===== src/rtl/burst_trigger_pkg.sv =====
// Shared types and helpers for the burst trigger.
// State encoding is one-hot; bit indices are exported for case decoding.
package burst_trigger_pkg;

  typedef enum logic [3:0] {
    FILL    = 4'b0001,
    ARMED   = 4'b0010,
    HOLDOFF = 4'b0100,
    QUIET   = 4'b1000
  } state_e;

  localparam int FILL_B    = 0;
  localparam int ARMED_B   = 1;
  localparam int HOLDOFF_B = 2;
  localparam int QUIET_B   = 3;

  function automatic int sum_width(int sdw, int win);
    return sdw + $clog2(win);
  endfunction

endpackage


===== src/rtl/burst_trigger_if.sv =====
// Sample stream bundle: valid plus signed sample.
// No ready line; the stream is never back-pressured.
interface burst_trigger_if #(
  parameter int SDW = 8
);
  logic           axiv;
  logic [SDW-1:0] axid;

  modport master (output axiv, output axid);
  modport slave  (input  axiv, input  axid);
endinterface


===== src/rtl/burst_trigger_delay_line.sv =====
// Magnitude window history: shift register stepping on valid.
// oldest_o shows the entry about to be dropped this step.
module magnitude_delay_line
  import burst_trigger_pkg::*;
#(
  parameter int DEPTH = 64,
  parameter int WIDTH = 8
) (
  input  logic             clk,
  input  logic             en_i,
  input  logic [WIDTH-1:0] din_i,
  output logic [WIDTH-1:0] oldest_o
);

  logic [WIDTH-1:0] mem_q [DEPTH];

  // shift in the newest magnitude on every valid sample
  always_ff @(posedge clk) begin
    if (en_i) begin
      mem_q[0] <= din_i;
      for (int i = 1; i < DEPTH; i++) begin
        mem_q[i] <= mem_q[i-1];
      end
    end
  end

  assign oldest_o = mem_q[DEPTH-1];

endmodule


===== src/rtl/burst_trigger.sv =====
// Energy-detect burst trigger with 2-cycle aligned sample forward.
// Optional macro BURST_TRIGGER_STATS_EN adds trigger_count_o.
module burst_trigger
  import burst_trigger_pkg::*;
#(
  parameter  int SAMPLE_DATA_WIDTH = 8,
  parameter  int WINDOW_LENGTH     = 64,
  parameter  int HOLDOFF_SAMPLES   = 1000,
  localparam int SW = sum_width(SAMPLE_DATA_WIDTH, WINDOW_LENGTH)
) (
  input  logic                  clk,
  input  logic                  rst,
  burst_trigger_if.slave        s_if,
  burst_trigger_if.master       m_if,
  input  logic [SW-1:0]         threshold_high_i,
  input  logic [SW-1:0]         threshold_low_i,
  output logic                  trigger_o,
  output logic                  armed_o
`ifdef BURST_TRIGGER_STATS_EN
  ,
  output logic [15:0]           trigger_count_o
`endif
);

  localparam int SDW = SAMPLE_DATA_WIDTH;
  localparam int CNT_MAX =
    (WINDOW_LENGTH > HOLDOFF_SAMPLES) ?
    WINDOW_LENGTH : HOLDOFF_SAMPLES;
  localparam int CW = $clog2(CNT_MAX) + 1;

  logic           v1_q, v2_q;
  logic [SDW-1:0] d1_q, d2_q;
  logic [SDW-1:0] mag_d, mag1_q;
  logic [SDW-1:0] mag_old, mag_old_m;
  logic [SW-1:0]  sum_q, sum_d, sum_nx;
  logic [CW-1:0]  cnt_q, cnt_d;
  logic           trig_d, trig_q, hit;
  state_e         state_q, state_d;

  // |x|; the most negative value maps to 2^(SDW-1)
  assign mag_d = s_if.axid[SDW-1] ?
                 (~s_if.axid + SDW'(1)) : s_if.axid;

  // stage 1: capture sample and its magnitude
  always_ff @(posedge clk or posedge rst) begin
    if (rst) begin
      v1_q   <= 1'b0;
      d1_q   <= '0;
      mag1_q <= '0;
    end else begin
      v1_q   <= s_if.axiv;
      d1_q   <= s_if.axid;
      mag1_q <= mag_d;
    end
  end

  magnitude_delay_line #(
    .DEPTH (WINDOW_LENGTH),
    .WIDTH (SDW)
  ) u_dl (
    .clk      (clk),
    .en_i     (v1_q),
    .din_i    (mag1_q),
    .oldest_o (mag_old)
  );

  // history is stale until the window has filled once
  assign mag_old_m = state_q[FILL_B] ? '0 : mag_old;
  assign sum_nx = sum_q + SW'(mag1_q) - SW'(mag_old_m);
  assign hit    = (sum_nx >= threshold_high_i);

  // next-state, counters and trigger decision per valid sample
  always_comb begin
    state_d = state_q;
    cnt_d   = cnt_q;
    sum_d   = sum_q;
    trig_d  = 1'b0;
    if (v1_q) begin
      sum_d = sum_nx;
      unique case (1'b1)
        state_q[FILL_B]: begin
          if (cnt_q == CW'(WINDOW_LENGTH - 1)) begin
            cnt_d = '0;
            if (hit) begin
              trig_d  = 1'b1;
              state_d = HOLDOFF;
            end else begin
              state_d = ARMED;
            end
          end else begin
            cnt_d = cnt_q + CW'(1);
          end
        end
        state_q[ARMED_B]: begin
          if (hit) begin
            trig_d  = 1'b1;
            cnt_d   = '0;
            state_d = HOLDOFF;
          end
        end
        state_q[HOLDOFF_B]: begin
          if (cnt_q == CW'(HOLDOFF_SAMPLES - 1)) begin
            cnt_d   = '0;
            state_d = QUIET;
          end else begin
            cnt_d = cnt_q + CW'(1);
          end
        end
        state_q[QUIET_B]: begin
          if (sum_nx < threshold_low_i) begin
            state_d = ARMED;
          end
        end
        default: begin
          cnt_d   = '0;
          state_d = FILL;
        end
      endcase
    end
  end

  // stage 2: state, window sum and aligned outputs
  always_ff @(posedge clk or posedge rst) begin
    if (rst) begin
      state_q <= FILL;
      cnt_q   <= '0;
      sum_q   <= '0;
      v2_q    <= 1'b0;
      d2_q    <= '0;
      trig_q  <= 1'b0;
    end else begin
      state_q <= state_d;
      cnt_q   <= cnt_d;
      sum_q   <= sum_d;
      v2_q    <= v1_q;
      d2_q    <= d1_q;
      trig_q  <= trig_d;
    end
  end

  assign m_if.axiv = v2_q;
  assign m_if.axid = d2_q;
  assign trigger_o = trig_q;
  assign armed_o   = state_q[ARMED_B];

`ifdef BURST_TRIGGER_STATS_EN
  logic [15:0] tcnt_q;

  // saturating count of emitted triggers
  always_ff @(posedge clk or posedge rst) begin
    if (rst) begin
      tcnt_q <= '0;
    end else if (trig_d && tcnt_q != 16'hFFFF) begin
      tcnt_q <= tcnt_q + 16'd1;
    end
  end

  assign trigger_count_o = tcnt_q;
`endif

endmodule


===== src/flat_wrapper.sv =====
// flat-port wrapper written by rule: the top's interface ports become plain ports
module burst_trigger_flat import burst_trigger_pkg::*;
#(
  parameter  int SAMPLE_DATA_WIDTH = 8,
  parameter  int WINDOW_LENGTH     = 64,
  parameter  int HOLDOFF_SAMPLES   = 1000,
  localparam int SW = sum_width(SAMPLE_DATA_WIDTH, WINDOW_LENGTH)
)
  (clk, rst, threshold_high_i, threshold_low_i, trigger_o, armed_o, s_if_axiv, s_if_axid, m_if_axiv, m_if_axid);
  burst_trigger_if #(.SDW(8)) s_if_i ();
  burst_trigger_if #(.SDW(8)) m_if_i ();
  input  logic clk;
  input  logic rst;
  input  logic [SW-1:0] threshold_high_i;
  input  logic [SW-1:0] threshold_low_i;
  output logic trigger_o;
  output logic armed_o;
  input wire logic [$bits(s_if_i.axiv)-1:0] s_if_axiv;
  input wire logic [$bits(s_if_i.axid)-1:0] s_if_axid;
  output wire logic [$bits(m_if_i.axiv)-1:0] m_if_axiv;
  output wire logic [$bits(m_if_i.axid)-1:0] m_if_axid;
  assign s_if_i.axiv = s_if_axiv;
  assign s_if_i.axid = s_if_axid;
  assign m_if_axiv = m_if_i.axiv;
  assign m_if_axid = m_if_i.axid;
  burst_trigger #(.SAMPLE_DATA_WIDTH(SAMPLE_DATA_WIDTH), .WINDOW_LENGTH(WINDOW_LENGTH), .HOLDOFF_SAMPLES(HOLDOFF_SAMPLES)) u_core (.clk(clk), .rst(rst), .s_if(s_if_i), .m_if(m_if_i), .threshold_high_i(threshold_high_i), .threshold_low_i(threshold_low_i), .trigger_o(trigger_o), .armed_o(armed_o));
endmodule

===== config.mk =====
export PLATFORM = sky130hd
export DESIGN_NAME = burst_trigger_flat
export DESIGN_NICKNAME = d
export VERILOG_FILES = /design/src/rtl/burst_trigger_pkg.sv /design/src/rtl/burst_trigger_if.sv /design/src/rtl/burst_trigger_delay_line.sv /design/src/rtl/burst_trigger.sv /design/src/flat_wrapper.sv
export SDC_FILE = /design/constraint.sdc
export NUM_CORES = 1
export LEC_CHECK = 0
export ABC_AREA = 1
export BUFFER_PORTS_ARGS = -buffer_cell sky130_fd_sc_hd__buf_2
export CAP_MARGIN = 5
export CORE_MARGIN = 1.5
export CORE_UTILIZATION = 30
export CTS_BUF_LIST = sky130_fd_sc_hd__clkbuf_16
export CTS_CLUSTER_SIZE = 24
export DETAILED_ROUTE_END_ITERATION = 16
export GPL_ROUTABILITY_DRIVEN = 0
export GPL_TIMING_DRIVEN = 0
export SLEW_MARGIN = 20
export SYNTH_ARGS = -nofsm -noshare
export SYNTH_HDL_FRONTEND = slang
export SYNTH_SLANG_ARGS = --single-unit
export TNS_END_PERCENT = 10

===== constraint.sdc =====
create_clock -name clk -period 39.1 [get_ports clk]
set_input_delay 5.865 -clock clk [delete_from_list [all_inputs] [get_ports clk]]
set_output_delay 5.865 -clock clk [all_outputs]
set_load 0.005 [all_outputs]

==> results of run 1 <==
[cell type report]
class,instances,area (um^2)
inverters,125,471.7
clock buffers,52,1301
multi-input cells,393,2308
fillers,6041,41750
flip-flops and latches,567,16760
clock inverters,44,364.1
well taps,855,1070
repair buffers,58,485.5
plain buffers,10,76.32
[layout by cell type, fill, tap and decap left out, types with 2 or more instances in the layout]
cell type     n
nand2_1     152
edfxtp_1    512
buf_16        8
nor2_2        4
nand3b_1      2
nor2_1       36
nor4_1        2
clkbuf_16    52
fa_1          8
nand2_2       3
clkbuf_1      3
a21oi_1      23
a21o_1        2
xor2_1       12
buf_2        52
xnor2_1       3
o21ai_0      21
clkinvlp_4    2
inv_1       138
clkinv_1     10
nor3_1        2
clkinv_2     10
and2_1        6
nand3_2       2
clkbuf_8      2
nand4_1      10
nand3_1      52
bufinv_16     5
ha_1         43
buf_6         2
a211oi_1      2
dfrtp_1      53
[synthesized netlist by cell type]
library cell    n  share of area (%)
dfrtp_1        54                6.9
o21a_1          1              0.038
nor2_1         36               0.69
or2_2           1              0.032
dfstp_2         1               0.13
xnor2_1         3               0.13
nand2_2         3              0.096
ha_1           43                2.7
a21o_1          2              0.077
buf_2           3              0.077
nor4_1          2              0.064
or2_1           1              0.032
clkbuf_8        2               0.14
nand3b_1        2              0.077
xor2_1         12               0.54
edfxtp_1      512                 78
and2_1          6               0.19
a211oi_1        2              0.077
a21boi_0        1              0.038
inv_1         125                2.4
nor3_1          2              0.051
clkbuf_1        3              0.057
buf_6           2               0.11
nand3_1        52                1.3
nand4_1        10               0.32
nor3_2          1              0.051
nand2_1       152                2.9
nand3_2         2               0.10
o21ai_0        21               0.54
fa_1            8               0.82
nor2_4          1              0.057
a21oi_1        23               0.59
o21ai_1         1              0.026
nor2_2          4               0.13
a22oi_1         1              0.038
[power breakdown]
part	internal, W	switching, W
clock network	0.000276	0.000211
logic	0.000122	0.000213
registers	0.000709	0.0000176
[how the worst max path moves through the flow]
stage	startpoint	end	slack (ns)	cells after the start
after floorplan	u_core.v1_q$_DFF_PP0_	u_core.cnt_q[7]$_DFFE_PP0P_	25.76	6
after global placement	u_core.v1_q$_DFF_PP0_	u_core.cnt_q[7]$_DFFE_PP0P_	20.87	6
after detailed placement	threshold_high_i[4]	u_core.cnt_q[8]$_DFFE_PP0P_	31.53	13
after CTS	u_core.state_q[1]$_DFFE_PP0P_	armed_o	32.04	1
after global routing	threshold_high_i[5]	u_core.cnt_q[5]$_DFFE_PP0P_	32.03	13
final	u_core.state_q[1]$_DFFE_PP0P_	armed_o	32.07	1
[registers in the layout, indices dropped and copies added (netlist names)]
signal and flops:
u_core.u_dl.mem_q 512, u_core.sum_q 14, u_core.cnt_q 11, u_core.d1_q 8
u_core.m_if.axid 8, u_core.mag1_q 7, u_core.state_q 4, u_core.m_if.axiv 1
u_core.trigger_o 1, u_core.v1_q 1
[per-layer routing]
layer  track usage, %  wire [um]
met5                0         11
met4            3.346        795
met3            2.054       1695
met2            11.06      11090
met1            13.73      14820
[kinds of logic (layout without fill, tap and decap cells)]
logic type / count (synthesis) / in the layout / synth area share, %
buffers and inverters: 135 / 289 / 2.782
AOI/OAI and AO/OA: 52 / 52 / 1.417
xor gates and xnor gates: 15 / 15 / 0.6701
DFF: 567 / 567 / 85.44
and+or+nand+nor: 275 / 275 / 6.126
adders and majority gates: 51 / 51 / 3.561
[through the flow]
stage / worst slack (ns) / std cells / total power [W] / util [%]
after global routing: 32.03 / 2104 / 0.001646 / 35.36
after global placement: 20.87 / 1999 / 0.001077 / 32.40
after CTS: 32.04 / 2104 / 0.001571 / 35.36
final: 32.07 / 2104 / 0.001550 / 35.36
after floorplan: 25.76 / 1095 / 0.0009943 / -
after detailed placement: 31.53 / 2008 / 0.001075 / 32.78
==> flow_summary.yaml, run 1 <==
clocking:
  path_clk_slew_ns: 0.06
  cts-resized-gates: 0
  clockBufferDepth: 3
  htreeDepth: 2
  root_buffer: "clkbuf_16"
  postCtsHoldBufs: 0
  cts_sinks: 567
  cts_tree: "yes"
  cts_setup_buffers: 0
  cts_made_buffers: 51
  clock_latency_ns: 0.59
timing:
  finalSetupViolations: 0
  fmax_mhz: 142.3
  fin_skew_ns: 0.01778
  tightest_slew_ns: 0.7412
  maxSlewViolCount: 0
  rsz0062_at_grt: "no"
  holdWs_ns: 0.3499
  slew_headroom_pct: 50.58
  timing.final.crit_share_pct: 17.97
  hold_viol: 0
  finalCriticalPeriod_ns: 7.027
  setup_tns_ns: 0
route:
  vias: 8723
  via_per_inst: 4.146
  post_drt_wl_per_cell_um: 13.50
  drt_iter0_markers: 704
  totalWireLength_um: 28410
  post-route-drc-count: 0
  antenna_left: 0
  drt_pass1_iterations: 8
setup_path:
  cpPeakStageDelay_ns: 0.43
  rr_endpoint: "u_core.cnt_q[7]$_DFFE_PP0P_"
  reg2reg_from: "u_core.state_q[0]$_DFFE_PP1P_"
  cp_slowest_cell: "dfrtp_1"
  crit_path_end_kind: "primary output"
  cp_max_fo: 5
  worstSetupPathType: "reg -> out"
  reg2reg_depth: 21
  required_ns: 33.23
  critPathTopFamily: "flip-flops"
  crit_path_start_kind: "flip-flop"
  cp.arrival_ns: 1.16
  r2r_slack_ns: 34.71
  crit_chain: "buf_2"
  path_buf_inv: 1
flow_run:
  drv_cap: 0
place:
  place_hpwl_um: 16880
  port_buffers: 49
  post_dp_cell_area_um2: 21170
cells_and_area:
  drive_gt1_share_pct: 12.17
  areaGrowthSynthToFinish_pct: 16.46
  design_area_um2: 22830
  n_antenna_cell: 0
  nNetsFinal: 1296
die:
  initial_core_util_pct: 30.36
  dieArea_um2: 66900
  die_h_um: 258.6
  io_pins: 50
  num_rows: 93
  dieWidth_um: 258.6
  core_area_um2: 64580
hold_path:
  hp-class: "reg -> reg"
  hold_depth: 0
  holdCritStartpoint: "u_core.d1_q[2]$_DFF_PP0_"
  holdPathEnd: "u_core.m_if.axid[2]$_DFF_PP0_"
global_route:
  grt_usage_pct: 8.625
  grt_max_degree: 67
  grt_pass1_vias: 8541
  grt_pass1_wl_um: 46260
  antenna_found_initial: 1
  gr-total-overflow: 0
logic_synthesis:
  synth_area_um2: 19610
  syn-num-nets: 1185
  synthCells: 1095
  yosysSeqAreaShare_pct: 85.44
  yosys_warnings: 0
  postSynthAreaPerCell_um2: 17.91
  synth_cell_types: 35
  ys_seq_elements: 567
power:
  power_density_nw_per_um2: 67.87
  p_leak_nw: 8.651
  max-vdd-ir-drop_v: 0.00004151
outcome:
  outcome: "finished, final reports clean"
Power figures use the tool's default switching activity.
==> inputs of run 2 (changes only) <==
--- a/config.mk
+++ b/config.mk
@@ -5,7 +5,7 @@
 export SDC_FILE = /design/constraint.sdc
 export NUM_CORES = 1
 export LEC_CHECK = 0
-export ABC_AREA = 1
+export ABC_AREA = 0
 export BUFFER_PORTS_ARGS = -buffer_cell sky130_fd_sc_hd__buf_2
 export CAP_MARGIN = 5
 export CORE_MARGIN = 1.5
==> constraint.sdc (replaced) <==
create_clock -name clk -period 6.1 [get_ports clk]
set_input_delay 0.915 -clock clk [delete_from_list [all_inputs] [get_ports clk]]
set_output_delay 0.915 -clock clk [all_outputs]
set_load 0.005 [all_outputs]
==> run 2 against run 1 <==
  * Flip-flop and latch count unchanged
  * Count of clock-buffer cells in the layout unchanged
  * Highest routed layer is now met4
  * Total power rose to 6.3 times the previous value
  * Synthesized cell count shrank 14%
  * Sequential share of layout area grew 0.98 points
  * Register-to-register slack worse by 34 ns
  * Area after synthesis down 1.6%
==> flow_summary.yaml, run 2 <==
outcome:
  outcome: "finished, final reports clean"
route:
  drt_iter0_markers: 588
  drt_pass1_iterations: 6
  post_drt_wl_per_cell_um: 14.59
  vias: 8111
  via_per_inst: 4.192
  totalWireLength_um: 28230
  post-route-drc-count: 0
  antenna_left: 0
timing:
  tightest_slew_ns: 0.6013
  finalSetupViolations: 0
  setup_tns_ns: 0
  setup_ws_ns: 0.5698
  holdWs_ns: 0.3196
  timing.final.crit_share_pct: 90.66
  slew_headroom_pct: 59.49
  finalCriticalPeriod_ns: 5.530
  rsz0062_at_grt: "no"
  fmax_mhz: 180.8
  maxSlewViolCount: 0
  hold_viol: 0
  fin_skew_ns: 0.02027
place:
  place_ws_ns: 0.6409
  port_buffers: 49
  place_hpwl_um: 16900
logic_synthesis:
  synthCells: 939
  synth.area.top_cells: "edfxtp_1, dfrtp_1, ha_1"
  postSynthAreaPerCell_um2: 20.54
  ys.flop_type: "edfxtp_1"
  yosysSeqAreaShare_pct: 86.87
  synth-edff-count: 512
  synth_cell_types: 55
  synth_top_area_share_pct: 79.73
  yosysTopAreaCell: "edfxtp_1"
  synth_most_common_cell: "edfxtp_1"
  synth_common_cells: "edfxtp_1, inv_1, dfrtp_1"
  yosys_warnings: 0
  syn-num-nets: 1029
  async_flop_share_pct: 9.700
  ys_seq_elements: 567
  synth_area_um2: 19280
clocking:
  htreeDepth: 2
  cts_made_buffers: 49
  root_buffer: "clkbuf_16"
  cts_setup_buffers: 0
  cts_tree: "yes"
  clock_latency_ns: 0.57
  postCtsHoldBufs: 0
  cts_sinks: 567
  clockBufferDepth: 3
  path_clk_slew_ns: 0.06
  cts-resized-gates: 0
global_route:
  antenna_found_initial: 0
  met1_usage_pct: 13.53
  grt_pass1_vias: 7940
  use_met2_pct: 11.28
  met3_usage_pct: 1.928
  gr-total-overflow: 0
  grt_pass1_wl_um: 44960
  grt_usage_pct: 8.508
  top_usage_layer: "met1"
  grt_max_degree: 67
cells_and_area:
  drive_gt1_share_pct: 14.78
  final_common_cell: "edfxtp_1"
  finish.utilization_pct: 35.59
  areaGrowthSynthToFinish_pct: 16.85
  largestRegisters: "u_core.u_dl.mem_q: 512 flops, u_core.sum_q: 14 flops, u_core.cnt_q: 11 flops"
  largest_reg_flops: 512
  regMostFlops: "u_core.u_dl.mem_q"
  n_antenna_cell: 0
  nNetsFinal: 1139
  layout_common_cells: "edfxtp_1, inv_1, dfrtp_1, clkbuf_16, buf_2"
hold_path:
  hp-class: "in -> async"
flow_run:
  drv_cap: 0
setup_path:
  crit_chain: "clkbuf_1 > nor2b_1 > fa_1 > inv_1 > ha_1 > a21oi_1 > o21ai_1 > or4_1 > o221ai_2 > xnor2_1 > xnor2_1 > ha_1 > a21oi_1 > o21ai_0 > o21bai_1 > a211oi_1 > clkbuf_1 > o31ai_1 > o41ai_2"
  cp.arrival_ns: 5.98
  crit_path_start_kind: "flip-flop"
  required_ns: 6.55
  cp_max_fo: 10
  worstSetupPathType: "reg -> reg"
  critPathTopFamily: "compound AO/OA/AOI/OAI gates"
  cp_slowest_cell: "dfstp_2"
  cpPeakStageDelay_ns: 0.57
  path_buf_inv: 3
  crit_path_end_kind: "flip-flop"
power:
  max-vdd-ir-drop_v: 0.0002138
  power_density_nw_per_um2: 435.9
  p_leak_nw: 8.154
die:
  die_h_um: 256.5
  initial_core_util_pct: 30.46
  io_pins: 50
  num_rows: 92
  dieWidth_um: 256.5
  core_area_um2: 63310
  dieArea_um2: 65810
-- run 2: cell count changes in the layout (fill, tap and decap cells not counted), sizes merged, moves of 8 or more --
cell | previous run | this run
inv | 140 | 94
nand2 | 155 | 30
nand3 | 54 | 7
nor2 | 41 | 17
nor2b | 0 | 15
o31ai | 0 | 9
xnor2 | 3 | 11
-- run 2: worst register-to-register path, cell delays in order (launching register included) --
cell,delay [ns]
dfstp_2,0.57
clkbuf_1,0.41
nor2b_1,0.13
fa_1,0.50
inv_1,0.04
ha_1,0.37
a21oi_1,0.19
o21ai_1,0.15
or4_1,0.51
o221ai_2,0.21
xnor2_1,0.12
xnor2_1,0.28
ha_1,0.32
a21oi_1,0.13
o21ai_0,0.15
o21bai_1,0.21
a211oi_1,0.49
clkbuf_1,0.42
o31ai_1,0.16
o41ai_2,0.07
-- run 2: kinds of logic after synthesis --
kind of cell    count (synthesis)  share of synthesized area [%]
mux                             6                         0.3374
compound gates                100                          3.608
fa+ha+maj                      51                          3.621
buf+inv                        91                          1.823
xor+xnor                       17                         0.7721
simple gates                  107                          2.965
flops                         567                          86.87
-- run 2: layout make-up --
type                    count  area (um^2)
inverters                  79        299.0
clock buffers              52         1301
well taps                 846         1059
multi-input cells         281         2237
flip-flops and latches    567        16760
clock inverters            39        290.3
fillers                  5898        40780
plain buffers              12        85.08
repair buffers             59        505.5
-- run 2: worst paths after layout --
check	end	depth (start not counted)	from	slack, ns
max	u_core.cnt_q[10]$_DFFE_PP0P_	19	u_core.state_q[0]$_DFFE_PP1P_	0.57
min	u_core.m_if.axiv$_DFF_PP0_	2	rst	0.32
max reg2reg	u_core.cnt_q[10]$_DFFE_PP0P_	19	u_core.state_q[0]$_DFFE_PP1P_	0.57
min reg2reg	u_core.m_if.axid[4]$_DFF_PP0_	0	u_core.d1_q[4]$_DFF_PP0_	0.35
max in group asynchronous	u_core.state_q[0]$_DFFE_PP1P_	3	rst	5.18
min in group clk	u_core.m_if.axid[4]$_DFF_PP0_	0	u_core.d1_q[4]$_DFF_PP0_	0.35
-- run 2: where the power goes --
group	leakage [nW]	internal, W	switching, W
registers	5.67	0.00455	0.000118
clock network	0.829	0.00168	0.00133
logic	1.66	0.000841	0.00131
-- run 2: through the flow --
step                      instance area [um^2]  cells  total power, W
after detailed placement                 20940   1844        0.006894
after CTS                                22530   1935        0.009950
after global placement                   20680   1834        0.006828
after floorplan                          19370    939        0.006310
after global routing                     22530   1935         0.01037
final                                    22530   1935        0.009823
-- run 2: metal layers --
metal | part of all wire, % | routed length [um]
met4 | 2.0 | 572
met2 | 41 | 11470
met5 | 0 | 0
met3 | 4.6 | 1312
met1 | 53 | 14880
